### src/rtl/cell_bist_pkg.sv
// Shared types and truth-table constants for the standard-cell BIST sequencer.
package cell_bist_pkg;

    typedef enum logic [2:0] {
        ST_IDLE   = 3'd0,
        ST_APPLY  = 3'd1,
        ST_SETTLE = 3'd2,
        ST_SAMPLE = 3'd3,
        ST_FINISH = 3'd4
    } cell_bist_state_t;

    localparam logic [7:0] OAI21_TRUTH = 8'h1F;
    localparam logic [7:0] AOI21_TRUTH = 8'h07;
    localparam logic [3:0] NAND2_TRUTH = 4'h7;
    localparam logic [3:0] NOR2_TRUTH  = 4'h1;

endpackage

### src/rtl/cell_bist_vecgen.sv
// Vector index to cell-input mapping; binary order by default, Gray order
// (one input toggles per step) when CELL_BIST_GRAY_EN is defined.
module cell_bist_vecgen
    import cell_bist_pkg::*;
#(
    parameter int unsigned N_IN = 3
) (
    input  logic [N_IN-1:0] idx_i,
    output logic [N_IN-1:0] vec_c
);

`ifdef CELL_BIST_GRAY_EN
    assign vec_c = idx_i ^ (idx_i >> 1);
`else
    assign vec_c = idx_i;
`endif

endmodule

### src/rtl/cell_bist_ctrl.sv
// BIST sequencer: walks a combinational cell through every input vector and
// checks Y against a truth table. Vector order set by CELL_BIST_GRAY_EN.
module cell_bist_ctrl
    import cell_bist_pkg::*;
#(
    parameter int unsigned          N_IN       = 3,
    parameter int unsigned          SETTLE_CYC = 4,
    parameter logic [(2**N_IN)-1:0] EXPECT     = OAI21_TRUTH
) (
    input  logic            clk,
    input  logic            rst_n,
    input  logic            start,
    input  logic            abort,
    input  logic            dut_y,
    output logic [N_IN-1:0] drive,
    output logic            busy,
    output logic            done,
    output logic            pass,
    output logic [N_IN:0]   fail_cnt,
    output logic [N_IN-1:0] first_fail_vec,
    output logic            first_fail_valid
);

    localparam int unsigned CNT_W = N_IN + 1;
    localparam int unsigned SET_W = 8;
    localparam logic [SET_W-1:0] SETTLE_LOAD =
        (SETTLE_CYC == 0) ? '0 : SET_W'(SETTLE_CYC - 1);

    cell_bist_state_t  state_q, state_d;
    logic [N_IN-1:0]   idx_q, idx_d;
    logic [SET_W-1:0]  settle_q, settle_d;
    logic [N_IN-1:0]   drive_q, drive_d;
    logic              busy_q, busy_d;
    logic              done_q, done_d;
    logic              pass_q, pass_d;
    logic [CNT_W-1:0]  fail_cnt_q, fail_cnt_d;
    logic [N_IN-1:0]   ffv_q, ffv_d;
    logic              ffvalid_q, ffvalid_d;
    logic [N_IN-1:0]   vec_c;

    cell_bist_vecgen #(
        .N_IN (N_IN)
    ) u_vecgen (
        .idx_i (idx_q),
        .vec_c (vec_c)
    );

    always_ff @(posedge clk or negedge rst_n) begin
        if (!rst_n) begin
            state_q    <= ST_IDLE;
            idx_q      <= '0;
            settle_q   <= '0;
            drive_q    <= '0;
            busy_q     <= 1'b0;
            done_q     <= 1'b0;
            pass_q     <= 1'b0;
            fail_cnt_q <= '0;
            ffv_q      <= '0;
            ffvalid_q  <= 1'b0;
        end else begin
            state_q    <= state_d;
            idx_q      <= idx_d;
            settle_q   <= settle_d;
            drive_q    <= drive_d;
            busy_q     <= busy_d;
            done_q     <= done_d;
            pass_q     <= pass_d;
            fail_cnt_q <= fail_cnt_d;
            ffv_q      <= ffv_d;
            ffvalid_q  <= ffvalid_d;
        end
    end

    always_comb begin
        state_d    = state_q;
        idx_d      = idx_q;
        settle_d   = settle_q;
        drive_d    = drive_q;
        done_d     = 1'b0;
        pass_d     = pass_q;
        fail_cnt_d = fail_cnt_q;
        ffv_d      = ffv_q;
        ffvalid_d  = ffvalid_q;

        case (state_q)
            ST_IDLE: begin
                if (start && !abort) begin
                    state_d    = ST_APPLY;
                    idx_d      = '0;
                    fail_cnt_d = '0;
                    ffv_d      = '0;
                    ffvalid_d  = 1'b0;
                    pass_d     = 1'b0;
                end
            end
            ST_APPLY: begin
                drive_d  = vec_c;
                settle_d = SETTLE_LOAD;
                state_d  = (SETTLE_CYC == 0) ? ST_SAMPLE : ST_SETTLE;
            end
            ST_SETTLE: begin
                if (settle_q == '0) begin
                    state_d = ST_SAMPLE;
                end else begin
                    settle_d = settle_q - SET_W'(1);
                end
            end
            ST_SAMPLE: begin
                if (dut_y != EXPECT[drive_q]) begin
                    fail_cnt_d = fail_cnt_q + CNT_W'(1);
                    if (!ffvalid_q) begin
                        ffv_d     = drive_q;
                        ffvalid_d = 1'b1;
                    end
                end
                if (&idx_q) begin
                    state_d = ST_FINISH;
                end else begin
                    idx_d   = idx_q + N_IN'(1);
                    state_d = ST_APPLY;
                end
            end
            ST_FINISH: begin
                done_d  = 1'b1;
                pass_d  = (fail_cnt_q == '0);
                drive_d = '0;
                state_d = ST_IDLE;
            end
            default: state_d = ST_IDLE;
        endcase

        // Abort overrides everything, including the done pulse in FINISH.
        if (abort && (state_q != ST_IDLE)) begin
            state_d = ST_IDLE;
            drive_d = '0;
            done_d  = 1'b0;
            pass_d  = 1'b0;
        end

        busy_d = (state_d != ST_IDLE);
    end

    assign drive            = drive_q;
    assign busy             = busy_q;
    assign done             = done_q;
    assign pass             = pass_q;
    assign fail_cnt         = fail_cnt_q;
    assign first_fail_vec   = ffv_q;
    assign first_fail_valid = ffvalid_q;

endmodule

### config.mk
export PLATFORM = sky130hd
export DESIGN_NAME = cell_bist_ctrl
export DESIGN_NICKNAME = d
export VERILOG_FILES = /design/src/rtl/cell_bist_pkg.sv /design/src/rtl/cell_bist_vecgen.sv /design/src/rtl/cell_bist_ctrl.sv
export SDC_FILE = /design/constraint.sdc
export NUM_CORES = 1
export LEC_CHECK = 0
export CAP_MARGIN = 20
export CORE_MARGIN = 2
export CORE_UTILIZATION = 49
export DETAILED_ROUTE_END_ITERATION = 16
export GPL_ROUTABILITY_DRIVEN = 0
export PLACE_DENSITY = 0.84
export SYNTH_ARGS = -nofsm -noshare
export SYNTH_HDL_FRONTEND = slang
export SYNTH_SLANG_ARGS = --single-unit
### constraint.sdc
create_clock -name clk -period 1.65 [get_ports clk]
set_clock_uncertainty 0.15 [all_clocks]
set_input_delay 0.33 -clock clk [delete_from_list [all_inputs] [get_ports clk]]
set_output_delay 0.33 -clock clk [all_outputs]
set_load 0.03 [all_outputs]
# After elaboration in Yosys (flattened, before gate mapping)
# Memory sizes are Yosys's and may differ from the RTL's.
# Cells that the tools add are included.
# totals
ff_bits	28
romBits	8
out_inout_bits	14
word_cells	70
n_memories	1
# mem_list
memory	words	word_bits	rd	rd_ports_with_merged_regs	write_ports	line_no	text
(no name shown)	8	1	1	0	0	cell_bist_ctrl.sv:109	if (dut_y != EXPECT[drive_q]) begin
# op_classes
n_addsub	3
order_cmp	1
eq_ne	11
mux	26
reduce_logical	18
# op_table
cell	count
$mux 3	9
$pmux 3 s2	3
$pmux 8 s2	1
$pmux 3 s4	1
$reduce_bool 3->1	4
$ne 2x2->1 const B	5
$reduce_and 3->1	3
$logic_not 8->1	1
$mux 4	2
$mux 8	1
$pmux 4 s2	1
$sub 8x1->8 const B	1
$eq 3x2->1 const B	2
$mux 1	6
$add 4x1->4 const B	1
$logic_not 4->1	1
$lt 3x4->1 const B	1
$pmux 1 s2	2
$reduce_and 2->1	2
$reduce_and 4->1	1
$reduce_bool 2->1	2
$add 3x1->3 const B	1
$eq 3x1->1 const B	1
$eq 3x3->1 const B	1
other kinds (5)	6

# Logic depth before layout (Yosys ltp)
# Gate-level depths: netlist (run 1).
# depth
depth_word	6
mapped_depth	6
mapped_depth_nobuf	6

# Modules after synthesis
# Synthesis (run 1) repeated with hierarchy kept, for this count alone.
# unflattened
hier_cells	147
hier_area_um2	1490.2
# by_module_without_submodules
mod	instances	cells_each	area_each_um2	seq_area_each_um2
cell_bist_ctrl	1	144	1467.7	700.7
cell_bist_vecgen	1	3	22.5	0.0

# Worst setup path before layout (run 1)
# Ideal clock, no wire load.
# synth_timing
kind	flip-flop to flip-flop
start	register drive_q[1] (netlist: drive[1])
end	register ffv_q[0] (netlist: first_fail_vec[0])
setup_time_ns	0.124
t_arrival_ns	1.451
t_required_ns	1.376
slack_ns	-0.075
path_stages_with_launch	5
path_buffers	0
cell_sequence	dfrtp_1 o21ai_1 xor2_1 a21oi_1 a211o_1
# synth_via
elab_chain_len	5
# synth_rtl
item	line_no	text
start: declaration	cell_bist_ctrl.sv:32	logic [N_IN-1:0] drive_q, drive_d;
start signal: assignment	cell_bist_ctrl.sv:64	drive_q <= drive_d;
$mem_v2 8x1	--	
$mux 1 (not written as such)	cell_bist_ctrl.sv:109	
$ne 1x1->1	cell_bist_ctrl.sv:109	
$ne 2x2->1 (no source line)	--	
$reduce_and 4->1 (no source line)	--	
end signal: assignment	cell_bist_ctrl.sv:69	ffv_q <= ffv_d;
end: declaration	cell_bist_ctrl.sv:37	logic [N_IN-1:0] ffv_q, ffv_d;
# No other way between the ends. The select of a mux whose other input is x is not followed.
# A chain may end at the register's enable or synchronous reset.

# Worst setup path in the final report (run 1)
# layout_timing
start	register settle_q[0]
end	register settle_q[4]
# layout_via
elab_chain_len	3
word_cells_on_any_way	6
# layout_rtl
item	line_no	text
start: declaration	cell_bist_ctrl.sv:31	logic [SET_W-1:0] settle_q, settle_d;
start signal: assignment	cell_bist_ctrl.sv:63	settle_q <= settle_d;
$sub 8x1->8 or $logic_not 8->1 (tied branches)	cell_bist_ctrl.sv:105, cell_bist_ctrl.sv:102	
$mux 8 or $ne 2x2->1 (tied branches)	--	
$pmux 8 s2 or $reduce_and 2->1 (tied branches)	--	
# Parallel ways exist; a longest one is shown, timed or not. The select of a mux whose other input is x is not followed.

==> qor.txt, run 1 <==
CP Class: register to register
Residual DRC: 0
Nets: 219
Ports: 19
GR Overflow Total: 0
Power Density: 913.4 nW/um^2
# H-tree levels: 1
Max FO, Critical Path: 4
antenna viol nets, final: 0
Seq/Total Area, Yosys: 46.09%
Worst-Margin Slew: 476.8 ps
dpl cells: 229
Slew Limit Fails: 0
Initial Utilization: 50.63%
Data required, critical path: 1720 ps
Avg Inst Size Synth: 10.34 um^2
r2r startpoint: settle_q[0]
vias in the first global route: 1444
Worst slew margin: 68.09%
PnR Total Power: 2.037 mW
VDD IR-drop max: 0.7201 mV
Post-Syn Instances: 147
number of port buffers: 18
clk slew on worst S/H paths: 150 ps
number of synthesized flops with an enable pin: 0
Core Rows: 20
clock buffer count from CTS: 3
final WL: 4213 um
status: finished with violations
main flop type after synthesis: dfrtp_1
register area: 703.2 um^2
Fmax: 563.5 MHz
Synth Net Count: 158
clk_lat worst skew: 340 ps
Antenna diodes: 0
Die Footprint: 3564 um^2
synth unique cells: 47
final setup fails: 7
crit path from: settle_q[0]
global-route wire length before repair: 6534 um
DP HPWL: 2789 um
yosys warns: 0
Clock Tree Buf Depth: 2
Avg WL per Cell: 17.55 um
fraction of registers with async set/reset: 100.0%
vias after detailed routing: 1411
Max Cap Viol: 0
worst setup margin: -124.8 ps
crit end category: register
GRT met2 Usage: 47.05%
Worst Path Arrival: 1850 ps
P&R area growth vs syn: 46.67%
die height: 59.70 um
Startpoint Class: register
R2R cell count: 7
CTS tree: built
Tcrit/Tclk final: 107.6%
Horiz. Die Dim: 59.70 um
core area: 3003 um^2
largest net degree at the start of global routing: 29
Final Non-Filler Cells: 240
class of the worst hold path: input pin to asynchronous set/reset pin
#FFs+latches synth: 28
GRT Total Usage: 25.24%
initial antenna violation count: 0
failing checks: negative setup slack
grt met3 use: 4.545%
Static Leak: 1.093 nW
GRT Max-Usage Layer: met2
Final min period: 1775 ps
fill count: 195
Clock Sinks: 28
Setup TNS: -445.0 ps
multi-input logic area: 927.1 um^2
vias per cell: 5.879
DR pass1 iterations: 4
DRT iter0 DRCs: 60
RSZ-0062 raised after global routing: true
cell area after synthesis: 1520 um^2
grt met1 use: 27.71%
Hold Fails Final Rpt: 0
clock root cell: clkbuf_4
layout cells sized above 1: 39.13%
## report_power, final
group | internal [mW] | total (mW) | leakage, nW | switching, mW
registers | 0.767 | 0.835 | 0.371 | 0.0674
clock network | 0.136 | 0.344 | 0.0210 | 0.208
logic | 0.414 | 0.858 | 0.701 | 0.444
total | 1.32 | 2.04 | 1.09 | 0.720
## metal layers
layer  wire, um  part of all wire [%]
met3        124                   2.9
met4        114                   2.7
met1       1642                    39
met5          0                     0
met2       2332                    55
## cell families (layout without fill, tap and decap cells)
logic type      count (synthesis)  count (layout)  synth area share, %
flops                          28              28                46.09
mux                             4               4                2.716
buf+inv                        11              71                3.292
simple gates                   59              59                21.81
compound gates                 33              33                17.70
xor+xnor                        6               6                3.457
fa+ha+maj                       6               6                4.938
## placed cells by master (no fill, tap or decap), drive strengths merged, types with 2 or more instances in the layout
master	count
inv	7
nand2	11
nand3	6
or2	3
nor4b	5
nor3	2
mux2i	3
nor2	13
o21ai	6
dlygate4sd2	8
nand2b	2
o41ai	3
a22o	2
clkdlybuf4s15	4
nor2b	5
o211ai	2
xor2	3
clkbuf	6
a211o	3
a21oi	5
or3	2
ha	6
dfrtp	28
buf	42
clkdlybuf4s50	4
and3	3
o311ai	3
xnor2	3
## critical path, cell delays in order, from the launching register on
cell      delay (ps)
dfrtp_1          440
inv_2             80
buf_6             90
ha_4             110
and4bb_2         290
o41ai_4          120
o311ai_1         250
o41ai_1          130
## layout make-up
cell class / instances / area share (%)
tap: 33 / 1.852
multi-input combinational: 108 / 41.58
inverter: 7 / 1.178
sequential: 28 / 31.54
clock buffer: 4 / 1.627
timing repair buffer: 60 / 22.22
## path summary, 6_finish.rpt
kind                                     to  slack (ps)
max in group asynchronous          drive[0]         850
worst min-delay path            settle_q[5]         210
worst max register to register  settle_q[4]        -120
worst min register to register         pass         360
min in group clk                       pass         360
worst max-delay path            settle_q[4]        -120
## flip-flops by register name (all words and copies together), names as in the netlist
name,cells
done,1
idx_q,3
pass,1
settle_q,8
busy,1
state_q,3
first_fail_valid,1
first_fail_vec,3
drive,3
fail_cnt,4
## synth_stat cells, types with 2 or more instances
cell type,count,area share (%)
ha_1,6,4.9
xnor2_1,3,1.7
nor2_1,13,3.2
nor3_1,2,0.66
a211o_1,3,1.7
dfrtp_1,28,46
clkbuf_1,2,0.49
mux2i_1,3,2.0
o311ai_0,2,1.2
o211ai_1,2,0.99
a21oi_1,5,1.6
o41ai_1,2,1.2
xor2_1,3,1.7
o21ai_0,5,1.6
inv_1,7,1.7
nand2_1,11,2.7
nor2b_1,5,2.1
a22o_1,2,1.2
or2_2,3,1.2
nand2b_1,2,0.82
nand3_1,6,2.0
and3_1,3,1.2
nor4b_1,5,2.9
## stage by stage
stage / worst slack, ps / utilization (%) / area (um^2) / hold WS (ps)
floorplan: -50.74 / - / 1535 / -115.6
global placement: -287.6 / 66.46 / 1996 / 340.2
detailed placement: -323.1 / 66.46 / 1996 / 343.6
global route: -157.8 / 74.25 / 2230 / 235.3
finish: -124.8 / 74.25 / 2230 / 205.1
CTS: -109.5 / 71.92 / 2160 / 218.9
## what timing repair did
item / in CTS / in global routing
pin swaps: 8 / 5
setup buffers: 3 / 4
hold buffers: 0 / 0
gates resized for setup: 42 / 16
endpoints found under the setup margin: 27 / 21
Power figures use the tool's default switching activity.
==> inputs of run 2 (changes only) <==
Settings changed: SLEW_MARGIN set to 10, SYNTH_HIERARCHICAL set to 1.
Clock period 1.65 ns to 1.5 ns, I/O delays scaled along.
==> run 2 against run 1 <==
Compared with the run above: synthesized area shrank 2.0%; setup slack got worse by 310 ps; critical path type unchanged; clock power is 9.3% higher; sequential share of layout area fell by 0.76 points; register-to-register slack worse by 310 ps; highest routed layer unchanged; cell area increased by 2.3%; largest power group unchanged; the flow still finishes with violations (negative setup slack); synthesized cell count did not move; critical path depth shrank 1; core utilization rose by 2.3 points; hold slack worse by 54 ps; sequential power up 25%.
==> qor.txt, run 2 <==
final setup fails: 22 (was 7)
largest net degree at the start of global routing: 29 (unchanged)
Avg Inst Size Synth: 10.14 um^2 (was 10.34 um^2)
r2r startpoint: settle_q[0] (unchanged)
main flop type after synthesis: dfrtp_1 (unchanged)
RSZ-0062 raised after global routing: true (unchanged)
top-count cell post-synth: dfrtp_1 (unchanged)
Final Non-Filler Cells: 246 (was 240)
Residual DRC: 0 (unchanged)
Antenna diodes: 0 (unchanged)
Clock Tree Buf Depth: 2 (unchanged)
failing checks: negative setup slack (unchanged)
R2R cell count: 6 (was 7)
Worst slew margin: 74.03% (was 68.09%)
Data required, critical path: 1630 ps (was 1720 ps)
hold_buf cts: 0 (unchanged)
Ports: 19 (unchanged)
Die Footprint: 3498 um^2 (was 3564 um^2)
Reg-to-Reg End: busy (was settle_q[4])
Hold Fails Final Rpt: 0 (unchanged)
core area: 2978 um^2 (was 3003 um^2)
crit end category: register (unchanged)
antenna viol nets, final: 0 (unchanged)
reg2reg setup slack: -440 ps (was -120 ps)
clock buffer count from CTS: 3 (unchanged)
Post-Syn Instances: 147 (unchanged)
final WL: 3921 um (was 4213 um)
worst setup margin: -435.0 ps (was -124.8 ps)
vias in the first global route: 1442 (was 1444)
Slew Limit Fails: 0 (unchanged)
top area cells in the synthesized netlist: dfrtp_1 (47%), ha_1 (5.0%), o21ai_0 (3.4%) (was dfrtp_1 (46%), ha_1 (4.9%), nor2_1 (3.2%))
Max FO, Critical Path: 3 (was 4)
Clock Sinks: 28 (unchanged)
number of port buffers: 18 (unchanged)
DP HPWL: 2475 um (was 2789 um)
area leader, netlist: dfrtp_1 (unchanged)
initial antenna violation count: 0 (unchanged)
commonest cells after routing, fill and taps aside: buf_4 (46), dfrtp_1 (27), buf_6 (10) (was buf_4 (37), dfrtp_1 (26), nor2_1 (11), nand2_1 (11), dlygate4sd2_1 (8))
#FFs+latches synth: 28 (unchanged)
most common cell after layout, fill and taps aside: buf_4 (unchanged)
Initial Utilization: 50.04% (was 50.63%)
post-synth top area share: 47.02% (was 46.09%)
VDD IR-drop max: 0.9332 mV (was 0.7201 mV)
crit path from: settle_q[0] (unchanged)
vias after detailed routing: 1397 (was 1411)
Worst Path Arrival: 2070 ps (was 1850 ps)
GRT Total Usage: 23.14% (was 25.24%)
CTS tree: built (unchanged)
DRT iter0 DRCs: 70 (was 60)
fill count: 184 (was 195)
GR Overflow Total: 0 (unchanged)
layout cells sized above 1: 47.89% (was 39.13%)
max FFs per register: 8 (unchanged)
clk_lat worst skew: 330 ps (was 340 ps)
die height: 59.15 um (was 59.70 um)
cell area after synthesis: 1490 um^2 (was 1520 um^2)
CP Class: register to register (unchanged)
Horiz. Die Dim: 59.15 um (was 59.70 um)
class of the worst hold path: input pin to asynchronous set/reset pin (unchanged)
Nets: 225 (was 219)
Final min period: 1935 ps (was 1775 ps)
Final Hold Slack: 151.0 ps (was 205.1 ps)
Core Rows: 20 (unchanged)
Seq/Total Area, Yosys: 47.02% (was 46.09%)
P&R area growth vs syn: 53.06% (was 46.67%)
multi-input logic area: 897.1 um^2 (was 927.1 um^2)
DR pass1 iterations: 4 (unchanged)
vias per cell: 5.679 (was 5.879)
global-route wire length before repair: 6272 um (was 6534 um)
Tcrit/Tclk final: 129.0% (was 107.6%)
dpl cells: 227 (was 229)
status: finished with violations (unchanged)
design area: 2281 um^2 (was 2230 um^2)
Avg WL per Cell: 15.94 um (was 17.55 um)
Startpoint Class: register (unchanged)
yosys warns: 6 (was 0)
Fmax: 516.8 MHz (was 563.5 MHz)
Largest Register: settle_q (unchanged)
synth unique cells: 42 (was 47)
register area: 701.9 um^2 (was 703.2 um^2)
commonest cells in the netlist: dfrtp_1 (28), nor2_1 (13), o21ai_0 (10) (was dfrtp_1 (28), nor2_1 (13), nand2_1 (11))
clock root cell: clkbuf_4 (unchanged)
Static Leak: 1.112 nW (was 1.093 nW)
Synth Net Count: 158 (unchanged)
Power Density: 1452 nW/um^2 (was 913.4 nW/um^2)
Worst-Margin Slew: 386.0 ps (was 476.8 ps)
placed cell areas: 1958 um^2 (was 1996 um^2)
fraction of registers with async set/reset: 100.0% (unchanged)
Max Cap Viol: 0 (unchanged)
final core occ: 76.60% (was 74.25%)
number of synthesized flops with an enable pin: 0 (unchanged)
clk slew on worst S/H paths: 160 ps (was 150 ps)
Worst Setup EP: busy (was settle_q[4])
# H-tree levels: 1 (unchanged)
run 2: routing by layer:
layer	part of all wire [%]	routed length, um	up-vias	GRT usage (%)
met5	0	0	-	0
met4	0.36	14	0	6.818
met3	3.2	127	2	3.275
met2	57	2238	37	44.60
met1	39	1541	691	26.01
li1	-	-	667	-
run 2: kinds of logic after synthesis:
logic type                 after synthesis  share of synthesized area (%)
xor gates and xnor gates                 5                          2.939
adders and majority gates                6                          5.038
buffers and inverters                   14                          4.366
and+or+nand+nor                         56                          22.59
DFF                                     28                          47.02
AOI/OAI and AO/OA                       34                          15.03
muxes                                    4                          3.022
run 2: layout make-up:
| class | instances | area share [%] |
|---|---|---|
| clock buffer | 4 | 1.591 |
| tap | 33 | 1.810 |
| multi-input combinational | 105 | 39.33 |
| inverter | 8 | 1.317 |
| timing repair buffer | 68 | 25.18 |
| sequential | 28 | 30.77 |
run 2: worst max-delay path, stage by stage (launching register included):
cell and delay, ps:
dfrtp_1 420, inv_2 120, ha_4 140, or3b_4 390
or3_4 350, a31oi_4 190, or3_1 130
run 2: worst min-delay path by stage:
stage | from | to | slack, ps
2_1_floorplan | rst_n | busy | -150
3_3_place_gp | pass | pass | 330
3_5_place_dp | pass | pass | 340
4_1_cts | rst_n | first_fail_vec[1] | 150
5_1_grt | rst_n | first_fail_vec[1] | 150
6_report | rst_n | first_fail_vec[1] | 150
run 2: repair_timing:
item,4_1_cts,5_1_grt
hold endpoints to repair,0,0
buffers inserted,9,7
endpoints found under the setup margin,32,34
resized for setup,46,25
pin swaps,14,5
run 2: through the flow:
step | setup TNS, ps | worst slack, ps | total power, mW
after floorplan | -5122 | -435.7 | 1.816
after global placement | -9199 | -578.7 | 2.394
after detailed placement | -10450 | -643.4 | 2.453
after CTS | -6283 | -395.4 | 3.163
after global routing | -7883 | -468.1 | 3.517
final | -6865 | -435.0 | 3.312
run 2: power by group:
part,switching [mW],leakage [nW],internal (mW)
logic,0.888,0.713,1.01
registers,0.126,0.378,0.912
clock network,0.228,0.0210,0.149
total,1.24,1.11,2.07
==> inputs of run 3 (changes only) <==
--- a/config.mk
+++ b/config.mk
@@ -9,4 +9,5 @@
 export CORE_MARGIN = 2
 export CORE_UTILIZATION = 49
+export CTS_CLUSTER_SIZE = 16
 export DETAILED_ROUTE_END_ITERATION = 16
 export GPL_ROUTABILITY_DRIVEN = 0
==> constraint.sdc (replaced) <==
create_clock -name clk -period 1.5 [get_ports clk]
set_clock_uncertainty 0.15 [all_clocks]
set_input_delay 0.15 -clock clk [delete_from_list [all_inputs] [get_ports clk]]
set_output_delay 0.15 -clock clk [all_outputs]
set_load 0.03 [all_outputs]
==> run 3 against run 2 <==
Compared with the run above: non-clock buffer count decreased by 8; highest routed layer unchanged; combinational power decreased by 3%; sequential share of layout area increased by 1.2 points; the flow still finishes with violations (negative setup slack); total power decreased by 1.2%; final cell count decreased by 3.3%; cell area decreased by 3.7%; register-to-register slack got worse by 30 ps; die area unchanged; critical path depth unchanged; core utilization decreased by 2.8 points.
==> qor.txt, run 3 (synthesized netlist as in run 2, its figures left out) <==
status: finished with violations (unchanged)
failing checks: negative setup slack (unchanged)
crit path from: state_q[1] (was settle_q[0])
Fmax: 507.8 MHz (was 516.8 MHz)
GR Overflow Total: 0 (unchanged)
R2R cell count: 6 (unchanged)
initial antenna violation count: 0 (unchanged)
# H-tree levels: 1 (unchanged)
Startpoint Class: register (unchanged)
clk_lat worst skew: 330 ps (about the same)
Clock Sinks: 28 (unchanged)
die height: 59.15 um (unchanged)
Hold Fails Final Rpt: 0 (unchanged)
Core Rows: 20 (unchanged)
GRT met2 Usage: 44.76% (was 44.60%)
Logic pwr share: 56.5% (was 57.3%)
Flop pwr share: 32.0% (was 31.3%)
Final min period: 1969 ps (was 1935 ps)
clk slew on worst S/H paths: 150 ps (was 160 ps)
crit end category: register (unchanged)
vias after detailed routing: 1362 (was 1397)
r2r startpoint: state_q[1] (was settle_q[0])
RSZ-0062 raised after global routing: true (unchanged)
Int Power: 2.020 mW (was 2.070 mW)
DP HPWL: 2517 um (was 2475 um)
Avg WL per Cell: 15.64 um (was 15.94 um)
Switch Pwr: 1.251 mW (was 1.242 mW)
Worst slew margin: 73.72% (was 74.03%)
DRT iter0 DRCs: 40 (was 70)
register area: 703.2 um^2 (was 701.9 um^2)
vias per cell: 5.723 (was 5.679)
GRT Max-Usage Layer: met2 (unchanged)
class of the worst hold path: input pin to asynchronous set/reset pin (unchanged)
CP Class: register to register (unchanged)
pre-CTS setup slack: -563.7 ps (was -643.4 ps)
Max FO, Critical Path: 4 (was 3)
Final Non-Filler Cells: 238 (was 246)
most common cell after layout, fill and taps aside: buf_4 (unchanged)
Worst Path Arrival: 2060 ps (was 2070 ps)
Antenna diodes: 0 (unchanged)
GRT Total Usage: 23.31% (was 23.14%)
Initial Utilization: 50.04% (unchanged)
hold_buf cts: 0 (unchanged)
Static Leak: 1.090 nW (was 1.112 nW)
final setup fails: 22 (unchanged)
vias in the first global route: 1406 (was 1442)
dpl cells: 226 (was 227)
clock network power share: 11.5% (was 11.4%)
Ports: 19 (unchanged)
global-route wire length before repair: 6230 um (was 6272 um)
DR pass1 iterations: 4 (unchanged)
Slew Limit Fails: 0 (unchanged)
antenna viol nets, final: 0 (unchanged)
fill count: 199 (was 184)
layout cells sized above 1: 42.44% (was 47.89%)
Largest Register: settle_q (unchanged)
final WL: 3722 um (was 3921 um)
reg2reg setup slack: -470 ps (was -440 ps)
Horiz. Die Dim: 59.15 um (unchanged)
worst setup margin: -469.2 ps (was -435.0 ps)
Setup TNS: -7643 ps (was -6865 ps)
grt met1 use: 25.98% (was 26.01%)
Switching Fraction: 38.25% (was 37.49%)
Tcrit/Tclk final: 131.3% (was 129.0%)
Data required, critical path: 1590 ps (was 1630 ps)
VDD IR-drop max: 1.113 mV (was 0.9332 mV)
multi-input logic area: 899.6 um^2 (was 897.1 um^2)
commonest cells after routing, fill and taps aside: buf_4 (33), dfrtp_1 (26), nor2_1 (9), buf_6 (9), nand2_1 (7) (was buf_4 (46), dfrtp_1 (27), buf_6 (10))
max FFs per register: 8 (unchanged)
Residual DRC: 0 (unchanged)
number of port buffers: 18 (unchanged)
Clock Tree Buf Depth: 2 (unchanged)
clock root cell: clkbuf_4 (unchanged)
Die Footprint: 3498 um^2 (unchanged)
CTS tree: built (unchanged)
Worst-Margin Slew: 394.2 ps (was 386.0 ps)
Power Density: 1489 nW/um^2 (was 1452 nW/um^2)
Nets: 217 (was 225)
grt met3 use: 2.838% (was 3.275%)
clock buffer count from CTS: 3 (unchanged)
Max Cap Viol: 0 (unchanged)
P&R area growth vs syn: 47.44% (was 53.06%)
core area: 2978 um^2 (unchanged)
largest net degree at the start of global routing: 29 (unchanged)
run 3: cell types whose count changed in the layout (fill, tap and decap cells not counted), moves of 2 or more:
cell,change
nor4_2,-2
o21ai_0,+3
o21ai_1,-2
buf_12,-2
dlygate4sd2_1,+6
buf_4,-13
clkbuf_2,+3
run 3: cell type report:
| class | count | share of cell area (%) |
|---|---|---|
| multi-input cells | 105 | 40.95 |
| flip-flops and latches | 28 | 32.00 |
| repair buffers | 60 | 22.15 |
| inverters | 8 | 1.367 |
| well taps | 33 | 1.879 |
| clock buffers | 4 | 1.651 |
run 3: power groups by stage:
stage	logic [mW]	registers [mW]	clock network, mW
finish	1.85	1.05	0.377
global placement	1.37	1.04	0
CTS	1.78	1.04	0.385
detailed placement	1.43	1.05	0
floorplan	0.679	1.14	0
global route	1.99	1.07	0.406
run 3: worst paths after layout:
check	to
setup / recovery	fail_cnt[2]
hold / removal	fail_cnt[2]
setup reg to reg	fail_cnt[2]
hold reg to reg	pass
max in group asynchronous	settle_q[5]
min in group clk	pass
run 3: metal layers:
layer | vias up | routed length (um)
met5 | - | 0
met4 | 0 | 59
met3 | 6 | 66
met2 | 21 | 2063
met1 | 692 | 1533
li1 | 643 | -
run 3: timing repair:
action / CTS / global route
pin swaps: 15 / 6
setup endpoints to repair: 36 / 31
buffers inserted: 8 / 3
resized for setup: 52 / 25
run 3: critical path: stages, from the launching register on:
cell and delay, ps:
dfrtp_1 430, buf_6 120, or4b_4 550, nor2_4 210, buf_6 140, nor2_2 30
mux2_4 250
run 3: stage by stage:
step                instance area (um^2)  utilization, %  hold slack [ps]  power (mW)
floorplan                           1523               -           -295.6       1.816
global placement                    1958           65.76            330.4       2.404
detailed placement                  1958           65.76            339.9       2.480
CTS                                 2191           73.57            30.83       3.205
global route                        2197           73.78            49.34       3.456
finish                              2197           73.78            22.68       3.272
